## src/rtl/shift_right_seq_if.sv

```systemverilog
// Operand/result handshake bundle for the multi-cycle right shifter.
// The master drives operands and result acceptance; the slave is the shifter.
interface shift_right_seq_if #(
    parameter int WIDTH   = 32,
    parameter int SHAMT_W = 5
);
    logic               in_valid;
    logic               in_ready;
    logic [WIDTH-1:0]   in_data;
    logic [SHAMT_W-1:0] in_shamt;
    logic               in_arith;
    logic               out_valid;
    logic               out_ready;
    logic [WIDTH-1:0]   out_data;
    logic               busy;

    modport master (
        output in_valid, in_data, in_shamt, in_arith, out_ready,
        input  in_ready, out_valid, out_data, busy
    );

    modport slave (
        input  in_valid, in_data, in_shamt, in_arith, out_ready,
        output in_ready, out_valid, out_data, busy
    );
endinterface

```

## src/rtl/shift_right_seq.sv

```systemverilog
// Multi-cycle logical/arithmetic right shifter: shifts at most STEP bits per clock,
// taking operands and returning results over valid/ready handshakes.
module shift_right_seq #(
    parameter int WIDTH   = 32,
    parameter int SHAMT_W = 5,
    parameter int STEP    = 4
) (
    input  logic              clk,
    input  logic              rst_n,
    shift_right_seq_if.slave  bus
);
    localparam int K_W = SHAMT_W + 1;

    typedef enum logic [1:0] {
        IDLE  = 2'd0,
        SHIFT = 2'd1,
        DONE  = 2'd2
    } state_e;

    state_e             state_q, state_d;
    logic [WIDTH-1:0]   data_q, data_d;
    logic [SHAMT_W-1:0] rem_q, rem_d;
    logic               arith_q, arith_d;
    logic               sign_q, sign_d;

    logic               accept;
    logic [K_W-1:0]     k;
    logic [WIDTH-1:0]   fill;
    logic [WIDTH-1:0]   shifted;

    assign accept = bus.in_valid && (state_q == IDLE);

    // Per-cycle shift step: k = min(remaining, STEP); vacated MSBs take the fill pattern.
    always_comb begin
        if ({1'b0, rem_q} > K_W'(STEP)) begin
            k = K_W'(STEP);
        end else begin
            k = {1'b0, rem_q};
        end
        fill    = (arith_q && sign_q) ? '1 : '0;
        shifted = (data_q >> k) | (fill & ~({WIDTH{1'b1}} >> k));
    end

    // NOTE: state/data registers use non-blocking assignments so every flop samples
    // pre-edge values; reset clears all of them asynchronously, aborting any shift.
    always_ff @(posedge clk or negedge rst_n) begin
        if (!rst_n) begin
            state_q <= IDLE;
        end else begin
            state_q <= state_d;
        end
    end

    always_ff @(posedge clk or negedge rst_n) begin
        if (!rst_n) begin
            data_q  <= '0;
            rem_q   <= '0;
            arith_q <= 1'b0;
            sign_q  <= 1'b0;
        end else begin
            data_q  <= data_d;
            rem_q   <= rem_d;
            arith_q <= arith_d;
            sign_q  <= sign_d;
        end
    end

    // NOTE: every comb output gets a default first so no path leaves it unassigned (no latches).
    always_comb begin
        state_d = state_q;
        unique case (state_q)
            IDLE:    if (accept) state_d = (bus.in_shamt == '0) ? DONE : SHIFT;
            SHIFT:   if (rem_q == SHAMT_W'(k)) state_d = DONE;
            DONE:    if (bus.out_ready) state_d = IDLE;
            default: state_d = IDLE;
        endcase
    end

    always_comb begin
        data_d  = data_q;
        rem_d   = rem_q;
        arith_d = arith_q;
        sign_d  = sign_q;
        if (accept) begin
            data_d  = bus.in_data;
            rem_d   = bus.in_shamt;
            arith_d = bus.in_arith;
            sign_d  = bus.in_data[WIDTH-1];
        end else if (state_q == SHIFT) begin
            data_d = shifted;
            rem_d  = rem_q - k[SHAMT_W-1:0];
        end
    end

    // Outputs decode straight from registers, so reset shows on them without a clock edge.
    always_comb begin
        bus.in_ready  = (state_q == IDLE);
        bus.out_valid = (state_q == DONE);
        bus.busy      = (state_q != IDLE);
        bus.out_data  = data_q;
    end
endmodule

```

## src/flat_wrapper.sv

```systemverilog
// flat-port wrapper written by rule: the top's interface ports become plain ports
module shift_right_seq_flat 
#(
    parameter int WIDTH   = 32,
    parameter int SHAMT_W = 5,
    parameter int STEP    = 4
)
  (clk, rst_n, bus_in_valid, bus_in_data, bus_in_shamt, bus_in_arith, bus_out_ready, bus_in_ready, bus_out_valid, bus_out_data, bus_busy);
  shift_right_seq_if #(.WIDTH(WIDTH), .SHAMT_W(SHAMT_W)) bus_i ();
  input  logic clk;
  input  logic rst_n;
  input wire logic [$bits(bus_i.in_valid)-1:0] bus_in_valid;
  input wire logic [$bits(bus_i.in_data)-1:0] bus_in_data;
  input wire logic [$bits(bus_i.in_shamt)-1:0] bus_in_shamt;
  input wire logic [$bits(bus_i.in_arith)-1:0] bus_in_arith;
  input wire logic [$bits(bus_i.out_ready)-1:0] bus_out_ready;
  output wire logic [$bits(bus_i.in_ready)-1:0] bus_in_ready;
  output wire logic [$bits(bus_i.out_valid)-1:0] bus_out_valid;
  output wire logic [$bits(bus_i.out_data)-1:0] bus_out_data;
  output wire logic [$bits(bus_i.busy)-1:0] bus_busy;
  assign bus_i.in_valid = bus_in_valid;
  assign bus_i.in_data = bus_in_data;
  assign bus_i.in_shamt = bus_in_shamt;
  assign bus_i.in_arith = bus_in_arith;
  assign bus_i.out_ready = bus_out_ready;
  assign bus_in_ready = bus_i.in_ready;
  assign bus_out_valid = bus_i.out_valid;
  assign bus_out_data = bus_i.out_data;
  assign bus_busy = bus_i.busy;
  shift_right_seq #(.WIDTH(WIDTH), .SHAMT_W(SHAMT_W), .STEP(STEP)) u_core (.clk(clk), .rst_n(rst_n), .bus(bus_i));
endmodule
```

## config.mk

```make
export PLATFORM = sky130hd
export DESIGN_NAME = shift_right_seq_flat
export DESIGN_NICKNAME = d
export VERILOG_FILES = /design/src/rtl/shift_right_seq_if.sv /design/src/rtl/shift_right_seq.sv /design/src/flat_wrapper.sv
export SDC_FILE = /design/constraint.sdc
export NUM_CORES = 1
export LEC_CHECK = 0
export ABC_AREA = 1
export CORE_UTILIZATION = 50
export DETAILED_ROUTE_END_ITERATION = 7
export PLACE_DENSITY = 0.81
export SLEW_MARGIN = 25
export SYNTH_ARGS = -nofsm -noshare
export SYNTH_HDL_FRONTEND = slang
export SYNTH_SLANG_ARGS = --single-unit
```

## constraint.sdc

```tcl
create_clock -name clk -period 1.57 [get_ports clk]
set_input_delay 0.314 -clock clk [delete_from_list [all_inputs] [get_ports clk]]
set_output_delay 0.314 -clock clk [all_outputs]
set_load 0.05 [all_outputs]
```

=== After elaboration in Yosys (flattened, before gate mapping) ===
Cells that the tools add are included.

* Register bits: 41
* Bits in latches: 0
* Memory bits (writable): 0
* Memory bits (read-only): 0
* Output and inout port bits: 35
* Memories: 0

* Add/subtract/negate cells: 1
* Multipliers: 0
* Div/mod/pow operators: 0
* Order comparisons: 1
* Equal/unequal tests: 6
* Shift-type cells: 2
* Mux-type cells: 11
* Bitwise gates (word level): 3
* Reductions and logical operators: 7

{| class="wikitable"
|+ Operators with widths
! kind !! count
|-
| $mux 32 || 3
|-
| $and 32x32->32 || 1
|-
| $not 32->32 || 1
|-
| $or 32x32->32 || 1
|-
| $shr 32x5->32 || 1
|-
| $shr 32x5->32 const A || 1
|-
| $mux 5 || 3
|-
| $mux 2 || 4
|-
| $pmux 2 s3 || 1
|-
| $eq 5x5->1 || 1
|-
| $gt 5x3->1 const B || 1
|-
| $logic_not 5->1 || 1
|-
| $sub 5x5->5 || 1
|-
| $ne 2x1->1 const B || 2
|-
| $reduce_bool 2->1 || 2
|-
| $reduce_and 3->1 || 1
|-
| $eq 2x1->1 const B || 1
|-
| $eq 2x2->1 const B || 1
|-
| $logic_and 1x1->1 || 2
|-
| $logic_not 2->1 || 1
|-
| $ne 2x2->1 const B || 1
|}

=== Longest topological paths before layout ===
Gate-level depths: netlist (run 1).

* Depth in word-level cells: 8
* Mapped depth: 10
* Mapped depth without buffers: 9

=== Worst setup path after synthesis (run 1) ===
Ideal clock, no wire load.

* Path type: register -> register
* Start: register u_core.state_q[0]
* End: register u_core.state_q[1]
* Setup time: 0.119 ns
* Data arrival time: 1.817 ns
* Slack: -0.367 ns
* Stages on the path, launching flop included: 6
* Period minus slack after synthesis: 1.937 ns
* Cells stage by stage: dfrtp_1 -> nor2_2 -> inv_1 -> or2_2 -> nand4_1 -> nand2_1

* Cells in the longest elaborated chain, start to end: 4

{| class="wikitable"
|+ Ends and longest elaborated chain
! what !! RTL line !! source
|-
| start, declared || shift_right_seq.sv:20 || <nowiki>state_e state_q, state_d;</nowiki>
|-
| start signal, assigned || shift_right_seq.sv:50 || <nowiki>state_q <= state_d;</nowiki>
|-
| $logic_not 2->1 * || -- ||
|-
| via bus_in_ready || flat_wrapper.sv:17 || <nowiki>output wire logic [$bits(bus_i.in_ready)-1:0] bus_in_ready;</nowiki>
|-
| $logic_and 1x1->1 || shift_right_seq.sv:31 || <nowiki>assign accept = bus.in_valid && (state_q == IDLE);</nowiki>
|-
| $ne 2x1->1 (no source line) || -- ||
|-
| $reduce_and 3->1 (no source line) || -- ||
|}

Mark *: on every way through the listed nets, which the timed path passes. The rest lies on a longest branch.
A chain may end at the register's enable or synchronous reset.

=== Final worst setup path (run 1) ===
* Start: register u_core.rem_q[4]
* End: register u_core.data_q[20] (netlist: u_core.bus.out_data[20])

* Cells in the longest elaborated chain, start to end: 8

{| class="wikitable"
|+ Ends and longest elaborated chain
! what !! RTL line !! source
|-
| start, declared || shift_right_seq.sv:22 || <nowiki>logic [SHAMT_W-1:0] rem_q, rem_d;</nowiki>
|-
| start signal, assigned || shift_right_seq.sv:62 || <nowiki>rem_q <= rem_d;</nowiki>
|-
| $gt 5x3->1 || shift_right_seq.sv:35 || <nowiki>if ({1'b0, rem_q} > K_W'(STEP)) begin</nowiki>
|-
| $mux 5 * || shift_right_seq.sv:35 ||
|-
| $shr 32x5->32 || shift_right_seq.sv:41 || <nowiki>shifted = (data_q >> k) | (fill & ~({WIDTH{1'b1}} >> k));</nowiki>
|-
| $not 32->32 || shift_right_seq.sv:41 ||
|-
| $and 32x32->32 || shift_right_seq.sv:41 ||
|-
| $or 32x32->32 * || shift_right_seq.sv:41 ||
|-
| $mux 32 * || shift_right_seq.sv:89 || <nowiki>end else if (state_q == SHIFT) begin</nowiki>
|-
| $mux 32 * || shift_right_seq.sv:84 || <nowiki>if (accept) begin</nowiki>
|-
| end signal, assigned || shift_right_seq.sv:61 || <nowiki>data_q <= data_d;</nowiki>
|-
| end, declared || shift_right_seq.sv:21 || <nowiki>logic [WIDTH-1:0] data_q, data_d;</nowiki>
|}

Every way passes the cells marked *; elsewhere a longest branch is shown, timed or not. The select of a mux whose other input is x is not followed.

==> results of run 1 <==
-- cells in the mapped netlist --
library cell,instances
sky130_fd_sc_hd__nand3_2,2
sky130_fd_sc_hd__o21ai_0,25
sky130_fd_sc_hd__buf_4,5
sky130_fd_sc_hd__buf_2,14
sky130_fd_sc_hd__inv_2,6
sky130_fd_sc_hd__ha_1,2
sky130_fd_sc_hd__inv_1,57
sky130_fd_sc_hd__nand4_1,13
sky130_fd_sc_hd__nor2_4,1
sky130_fd_sc_hd__a21oi_1,29
sky130_fd_sc_hd__nand2_1,171
sky130_fd_sc_hd__buf_1,2
sky130_fd_sc_hd__nand3_1,93
sky130_fd_sc_hd__nor2_2,3
sky130_fd_sc_hd__nand2_2,3
sky130_fd_sc_hd__or2_2,1
sky130_fd_sc_hd__conb_1,2
sky130_fd_sc_hd__dfrtp_1,41
sky130_fd_sc_hd__o2111ai_1,1
sky130_fd_sc_hd__clkbuf_1,6
sky130_fd_sc_hd__nor2_1,13
sky130_fd_sc_hd__xor2_1,1
sky130_fd_sc_hd__o211ai_1,7
-- worst reg2reg max path, cell delays in order (launching register included) --
cell,delay [ps]
sky130_fd_sc_hd__dfrtp_1,420
sky130_fd_sc_hd__nor2_4,140
sky130_fd_sc_hd__buf_12,140
sky130_fd_sc_hd__nand2_4,70
sky130_fd_sc_hd__nor2_4,130
sky130_fd_sc_hd__buf_12,170
sky130_fd_sc_hd__nand3_1,110
sky130_fd_sc_hd__nand3_1,140
sky130_fd_sc_hd__nand2_1,70
-- area by class of cell --
cell class              instances  area share
clock buffers                   6      0.0158
clock inverters                 2     0.00219
inverters                      63      0.0533
multi-input cells             367       0.379
flip-flops and latches         41       0.224
well taps                      75      0.0205
repair buffers                103       0.305
-- power groups by stage --
stage                     sequential [uW]  clock (uW)  combinational [uW]
final                                2410         702                8550
after global routing                 2490         746                9230
after CTS                            2390         714                8220
after detailed placement             2400           0                8130
after global placement               2390           0                7970
after floorplan                      3420           0                3620
-- registers in the layout (all words and copies together), names as in the netlist --
name	flops
u_core.arith_q	1
u_core.bus.out_data	32
u_core.rem_q	5
u_core.sign_q	1
u_core.state_q	2
-- kinds of logic after synthesis --
group / count (synthesis) / synth area share
compound gates: 62 / 0.107
flops: 41 / 0.333
fa+ha+maj: 2 / 0.00811
other cells: 2 / 0.00243
xor+xnor: 1 / 0.00284
simple gates: 300 / 0.425
buf+inv: 90 / 0.121
-- placed cells by master, fill, tap and decap left out --
| master | count |
|---|---|
| sky130_fd_sc_hd__inv_2 | 3 |
| sky130_fd_sc_hd__o2111ai_1 | 1 |
| sky130_fd_sc_hd__buf_4 | 16 |
| sky130_fd_sc_hd__inv_1 | 57 |
| sky130_fd_sc_hd__o211ai_1 | 7 |
| sky130_fd_sc_hd__nand3_4 | 2 |
| sky130_fd_sc_hd__nand3_2 | 4 |
| sky130_fd_sc_hd__buf_12 | 40 |
| sky130_fd_sc_hd__buf_8 | 1 |
| sky130_fd_sc_hd__clkbuf_8 | 5 |
| sky130_fd_sc_hd__conb_1 | 2 |
| sky130_fd_sc_hd__clkinv_2 | 2 |
| sky130_fd_sc_hd__buf_2 | 1 |
| sky130_fd_sc_hd__ha_1 | 2 |
| sky130_fd_sc_hd__nand2_2 | 3 |
| sky130_fd_sc_hd__clkbuf_1 | 1 |
| sky130_fd_sc_hd__nor2_2 | 1 |
| sky130_fd_sc_hd__clkdlybuf4s50_1 | 40 |
| sky130_fd_sc_hd__nand2_1 | 170 |
| sky130_fd_sc_hd__buf_6 | 4 |
| sky130_fd_sc_hd__or2_2 | 1 |
| sky130_fd_sc_hd__dfrtp_1 | 41 |
| sky130_fd_sc_hd__nand3_1 | 89 |
| sky130_fd_sc_hd__inv_4 | 3 |
| sky130_fd_sc_hd__nor2_4 | 3 |
| sky130_fd_sc_hd__o21ai_0 | 25 |
| sky130_fd_sc_hd__dlygate4sd3_1 | 1 |
| sky130_fd_sc_hd__nand2_4 | 1 |
| sky130_fd_sc_hd__nand4_1 | 13 |
| sky130_fd_sc_hd__a21oi_1 | 29 |
| sky130_fd_sc_hd__xor2_1 | 1 |
| sky130_fd_sc_hd__nor2_1 | 13 |
-- path summary, 6_finish.rpt --
| path | start | to | slack [ps] | cells past startpoint |
|---|---|---|---|---|
| setup / recovery | u_core.rem_q[4]$_DFFE_PN0P_ | u_core.bus.out_data[20]$_DFFE_PN0P_ | 50 | 8 |
| hold / removal | rst_n | u_core.bus.out_data[24]$_DFFE_PN0P_ | 500 | 2 |
| setup reg to reg | u_core.rem_q[4]$_DFFE_PN0P_ | u_core.bus.out_data[20]$_DFFE_PN0P_ | 50 | 8 |
| hold reg to reg | u_core.arith_q$_DFFE_PN0P_ | u_core.arith_q$_DFFE_PN0P_ | 500 | 2 |
| max in group asynchronous | rst_n | u_core.state_q[0]$_DFFE_PN0P_ | 580 | 3 |
| min in group clk | u_core.arith_q$_DFFE_PN0P_ | u_core.arith_q$_DFFE_PN0P_ | 500 | 2 |
-- metal layers --
metal  part of all wire  global-route usage  vias up
li1                   -                   -     1774
met1               0.42               0.437     1734
met2               0.46               0.518      227
met3              0.096              0.0455       30
met4              0.019               0.104        0
met5                  0                   0        -
-- per-stage QoR --
step                      setup WS (ps)  std cells  instance area [sq um]   util
after global routing              -17.4        657                   4580  0.774
after CTS                          4.64        655                   4480  0.756
after floorplan                   -92.0        498                   3090      -
after detailed placement           -208        644                   4370  0.738
final                              48.2        657                   4580  0.774
after global placement             -109        644                   4370  0.738
-- what timing repair did --
action,4_1_cts,5_1_grt
endpoints found under the hold margin,18,0
setup endpoints to repair,3,31
buffers inserted,2,2
gates resized for setup,1,18
hold buffers,1,0
pin swaps,1,4
==> metrics.log, run 1 <==
INFO  metric overflow = 0
INFO  metric postSynthNetCount = 542
INFO  metric power.density = 2550 nW/um^2
INFO  metric ctsHtreeMaxLevel = 2
INFO  metric area_of_the_multi_input_gates = about 1700 sq um
INFO  metric routed_via_density = 5.73
INFO  metric replace_congestion = roughly 0.95
INFO  metric clock-skew-final = ~8.4 ps
INFO  metric finalPower = between 10000 and 15000 uW
INFO  metric crit_slowest_cell = sky130_fd_sc_hd__dfrtp_1
INFO  metric sequential_share_of_power = 0.207
INFO  metric min_period_over_period = 0.969
INFO  metric critPathTopFamily = simple AND/OR/NAND/NOR gates
INFO  metric yosys_warnings = 0
INFO  metric worst_path_largest_cell_delay = 420 ps
INFO  metric grt_max_degree = 24
INFO  metric synth_seq_area_share = 0.333
INFO  metric crit_path_end_kind = register
INFO  metric power.switching_fraction = 0.531
INFO  metric ctsLongestPathBuffers = 2
INFO  metric combinationalPowerShare = 0.733
INFO  metric dr.pass1.iters = 6
INFO  metric detail-route-antenna-nets = 0
INFO  metric worstPathBufferInverterCount = 2
INFO  metric detail_route.wl_per_cell = 14.8 um
INFO  metric leakage_power_total = 0.00222 uW
INFO  metric synth_area = just over 3000 sq um
INFO  metric cts_tree = done
INFO  metric final-max-slew-violation-count = 0
INFO  metric path_class = register to register
INFO  metric die_ht = 80.6 um
INFO  metric ff_latch_area = 1030 sq um
INFO  metric initial_core_util = 0.521
INFO  metric power.ir.vdd_worst = 1.60 mV
INFO  metric global_route.usage.total = 0.320
INFO  metric cellInternalPower = 5480 uW
INFO  metric synth.avg_cell_area = 6.20 sq um
INFO  metric floorplan.die_area = 6490 sq um
INFO  metric io_buffers = 76
INFO  metric worstSkewPairLatency = approximately 300 ps
INFO  metric number_of_core_rows = 28
INFO  metric run_status = complete, no violations
INFO  metric grt_setup_unrepaired = yes
INFO  metric path_max_fanout = 19
INFO  metric startpoint_type = register
INFO  metric pwr-share-clk = 0.060
INFO  metric postRouteWirelength = around 9.7 mm
INFO  metric hold_path.class = input pin to asynchronous set/reset pin
INFO  metric grt_pass1_vias = 3403
INFO  metric synthesis_to_layout_area_growth = 48.5%
INFO  metric ctsRootBufferMaster = sky130_fd_sc_hd__clkbuf_8
INFO  metric vias = 3765
INFO  metric grt_first_pass_wirelength = 16.0 mm
INFO  metric placeableCoreArea = 5920 sq um
INFO  metric drc = 0
INFO  metric report.final.setup_viol = 0
INFO  metric n_diodes = 0
INFO  metric synth_area_leader_cell = sky130_fd_sc_hd__dfrtp_1
INFO  metric cp_cell_sequence = nor2_4, buf_12, nand2_4, nor2_4, buf_12, nand3_1, nand3_1, nand2_1
INFO  metric ios = 77
INFO  metric drv_cap = 0
INFO  metric tritoncts_buffers = 5
INFO  metric num_clock_sinks = between 40 and 50
INFO  metric library_cells_used_by_synthesis = 23
INFO  metric max_clk_rate = 657 MHz
INFO  metric worstPathRequired = 1760 ps
INFO  metric final.setup.tns = 0 ps
INFO  metric die_w = 80.6 um
INFO  metric final_layout_worst_hold_slack = approximately 500 ps
INFO  metric timing.critical_path.arrival = 1710 ps
INFO  metric detailedRoute.firstIterationViolations = around 410
INFO  metric clock_slew_at_reported_path_ffs = ~80 ps
INFO  metric num-nets-final = 625
INFO  metric yosys_register_bits = 41
INFO  metric detailed_placement_hpwl = 7.19 mm
INFO  metric synth_top_area_frac = 0.333
INFO  metric final-hold-violation-count = 0
INFO  metric syn-instance-count = 498
INFO  metric p_switching = 6190 uW
INFO  metric layout.filler_cells = between 400 and 500
INFO  metric number_of_antenna_violations_at_the_first_check_in_global_routing = 0
INFO  metric drive_gt1_frac = 0.155
INFO  metric ys_top_cells_by_area = sky130_fd_sc_hd__dfrtp_1 33%, sky130_fd_sc_hd__nand2_1 21%, sky130_fd_sc_hd__nand3_1 15%
INFO  metric post-route-min-period = 1520 ps
(Power assumes the default switching activity.)
==> inputs of run 2 (changes only) <==
--- a/config.mk
+++ b/config.mk
@@ -9,6 +9,7 @@
 export CORE_UTILIZATION = 50
 export DETAILED_ROUTE_END_ITERATION = 7
 export PLACE_DENSITY = 0.81
+export SKIP_LAST_GASP = 1
 export SLEW_MARGIN = 25
 export SYNTH_ARGS = -nofsm -noshare
 export SYNTH_HDL_FRONTEND = slang
==> constraint.sdc (replaced) <==
create_clock -name clk -period 1.57 [get_ports clk]
set_input_delay 0.157 -clock clk [delete_from_list [all_inputs] [get_ports clk]]
set_output_delay 0.157 -clock clk [all_outputs]
set_load 0.05 [all_outputs]
==> run 2 against run 1 <==
  * Maximum frequency is 0.21% lower
  * Largest cell class unchanged
  * Hold slack got worse by 130 ps
  * Global-route usage down 1.5 points
  * Setup slack got worse by 3.2 ps
  * Sequential power decreased by 8.7%
==> metrics.log, run 2 (synthesis results as in run 1) <==
INFO  metric ctsHtreeMaxLevel = 2
INFO  metric io_buffers = 76
INFO  metric dr_wl_met2 = around 4.3 mm
INFO  metric post-route-min-period = 1520 ps
INFO  metric clock_slew_at_reported_path_ffs = 80 ps
INFO  metric clock-skew-final = 2.62 ps
INFO  metric power.ir.vdd_worst = 1.65 mV
INFO  metric layout.core_utilization = 0.706
INFO  metric floorplan.die_area = 6490 sq um
INFO  metric max_clk_rate = 656 MHz
INFO  metric final-hold-violation-count = 0
INFO  metric route.top_layer_used = met4
INFO  metric report.final.setup_viol = 0
INFO  metric tritoncts_buffers = 5
INFO  metric placed_standard_cell_area = 3970 sq um
INFO  metric routed_via_density = 5.57
INFO  metric num-nets-final = 623
INFO  metric detail_route.wl_per_cell = 14.1 um
INFO  metric drive_gt1_frac = 0.145
INFO  metric pwr-share-clk = 0.069
INFO  metric grt_pass1_vias = about 3200
INFO  metric initial_core_util = 0.521
INFO  metric detail-route-antenna-nets = 0
INFO  metric p_switching = 5850 uW
INFO  metric die_w = 80.6 um
INFO  metric ctsRootBufferMaster = sky130_fd_sc_hd__clkbuf_8
INFO  metric drv_cap = 0
INFO  metric combinationalPowerShare = 0.720
INFO  metric run_status = complete, no violations
INFO  metric num_clock_sinks = 41
INFO  metric die_ht = 80.6 um
INFO  metric cellInternalPower = 4560 uW
INFO  metric global_route.usage.total = 0.305
INFO  metric layout_setup_ws = between 40 and 50 ps
INFO  metric worstSkewPairLatency = approximately 300 ps
INFO  metric sequential_share_of_power = 0.211
INFO  metric grt_max_degree = 32
INFO  metric routedLengthMet1 = slightly above 4 mm
INFO  metric power.density = 2490 nW/um^2
INFO  metric crit_path_end_kind = register
INFO  metric worstMarginPinSlew = 522 ps
INFO  metric startpoint_type = register
INFO  metric replace_congestion = 0.898
INFO  metric finalInstanceArea = 4180 sq um
INFO  metric slew-limit-headroom = 0.652
INFO  metric ios = between 70 and 80
INFO  metric power.switching_fraction = 0.562
INFO  metric drc = 0
INFO  metric path_max_fanout = 16
INFO  metric final-max-slew-violation-count = 0
INFO  metric regToRegSetupSlack = 50 ps
INFO  metric worstPathRequired = around 1800 ps
INFO  metric overflow = 0
INFO  metric detailedRoute.firstIterationViolations = 474
INFO  metric vias = 3640
INFO  metric detailed_placement_hpwl = 6.75 mm
INFO  metric commonest_non_fill_non_tap_cell_in_the_layout = sky130_fd_sc_hd__nand2_1
INFO  metric n_diodes = 0
INFO  metric largest_reg_flops = 32
INFO  metric placeableCoreArea = 5920 sq um
INFO  metric min_period_over_period = 0.971
INFO  metric hold_path.class = input pin to asynchronous set/reset pin
INFO  metric timing.critical_path.arrival = approximately 1800 ps
INFO  metric layout.filler_cells = approximately 540
INFO  metric ctsLongestPathBuffers = 2
INFO  metric grt_first_pass_wirelength = ~15 mm
INFO  metric path_class = register to register
INFO  metric detailroute.wirelength.met3 = 840 um
INFO  metric dr.pass1.iters = 5
INFO  metric number_of_antenna_violations_at_the_first_check_in_global_routing = 0
INFO  metric leakage_power_total = about 0.0021 uW
INFO  metric synthesis_to_layout_area_growth = 35.5%
INFO  metric preCtsSetupSlack = 0.918 ps
INFO  metric cts_tree = done
INFO  metric number_of_core_rows = 28
INFO  metric grt_setup_unrepaired = yes
INFO  metric postRouteWirelength = about 9.2 mm
INFO  metric final_cell_mix = 170 x sky130_fd_sc_hd__nand2_1, 92 x sky130_fd_sc_hd__nand3_1, 57 x sky130_fd_sc_hd__inv_1
==> run 2: changes by cell type in the layout (fill, tap and decap cells not counted), sizes merged <==
cell	change
clkinv	-2
clkbuf	+2
buf	-3
==> run 2: final timing paths <==
path                       cells past startpoint                             endpoint                        start
setup / recovery                               9   u_core.bus.out_data[3]$_DFFE_PN0P_  u_core.rem_q[3]$_DFFE_PN0P_
hold / removal                                 2  u_core.bus.out_data[24]$_DFFE_PN0P_                        rst_n
setup reg to reg                               9   u_core.bus.out_data[3]$_DFFE_PN0P_  u_core.rem_q[3]$_DFFE_PN0P_
hold reg to reg                                2            u_core.sign_q$_DFFE_PN0P_    u_core.sign_q$_DFFE_PN0P_
max in group asynchronous                      3  u_core.bus.out_data[31]$_DFFE_PN0P_                        rst_n
min in group clk                               3           u_core.arith_q$_DFFE_PN0P_                 bus_in_arith
==> run 2: through the flow <==
step / std cells / TNS (ps) / hold slack (ps) / power [uW]
2_1_floorplan: 498 / -176 / -139 / 7030
3_3_place_gp: 643 / 0 / 157 / 9210
3_5_place_dp: 643 / 0 / 165 / 9320
4_1_cts: 651 / 0 / 384 / 10100
5_1_grt: 654 / -73.4 / 403 / 11300
6_report: 654 / 0 / 362 / 10400
==> run 2: layer usage <==
metal | GRT usage | vias to the layer above
li1 | - | 1771
met1 | 0.436 | 1656
met2 | 0.482 | 206
met3 | 0.0489 | 7
met4 | 0.0625 | 0
met5 | 0 | -
==> run 2: power groups by stage <==
stage / registers [uW] / clock network (uW) / logic (uW)
4_1_cts: 2170 / 731 / 7160
2_1_floorplan: 3420 / 0 / 3620
5_1_grt: 2260 / 783 / 8210
6_report: 2200 / 720 / 7490
3_3_place_gp: 2180 / 0 / 7030
3_5_place_dp: 2180 / 0 / 7140
==> run 2: what timing repair did <==
| action | in CTS | in global routing |
|---|---|---|
| hold endpoints to repair | 20 | 0 |
| gates resized for setup | 0 | 16 |
| hold buffers | 1 | 0 |
| buffers inserted | 0 | 2 |
| endpoints found under the setup margin | 0 | 31 |
==> run 2: area by class of cell <==
class	count	area, sq um	area share
Clock buffer	7	86.3	0.0206
Sequential cell	41	1030	0.245
Inverter	63	244	0.0583
Multi-Input combinational cell	367	1720	0.412
Tap cell	75	93.8	0.0224
Timing Repair Buffer	101	1010	0.241
==> run 2: critical path, stage by stage (launching register included) <==
cell and delay [ps]:
sky130_fd_sc_hd__dfrtp_1 430, sky130_fd_sc_hd__nor2_4 150, sky130_fd_sc_hd__buf_12 140, sky130_fd_sc_hd__nand2_4 70, sky130_fd_sc_hd__nor2_4 160, sky130_fd_sc_hd__buf_12 170, sky130_fd_sc_hd__nand3_1 80, sky130_fd_sc_hd__nand3_1 120
sky130_fd_sc_hd__nand2_1 70, sky130_fd_sc_hd__nand2_1 60
==> inputs of run 3 (changes only) <==
--- a/config.mk
+++ b/config.mk
@@ -7,6 +7,7 @@
 export LEC_CHECK = 0
 export ABC_AREA = 1
 export CORE_UTILIZATION = 50
+export CTS_CLUSTER_SIZE = 10
 export DETAILED_ROUTE_END_ITERATION = 7
 export PLACE_DENSITY = 0.81
 export SKIP_LAST_GASP = 1
==> results of run 3 <==
No change in the layout: final DEF, timing and power equal those of run 2.
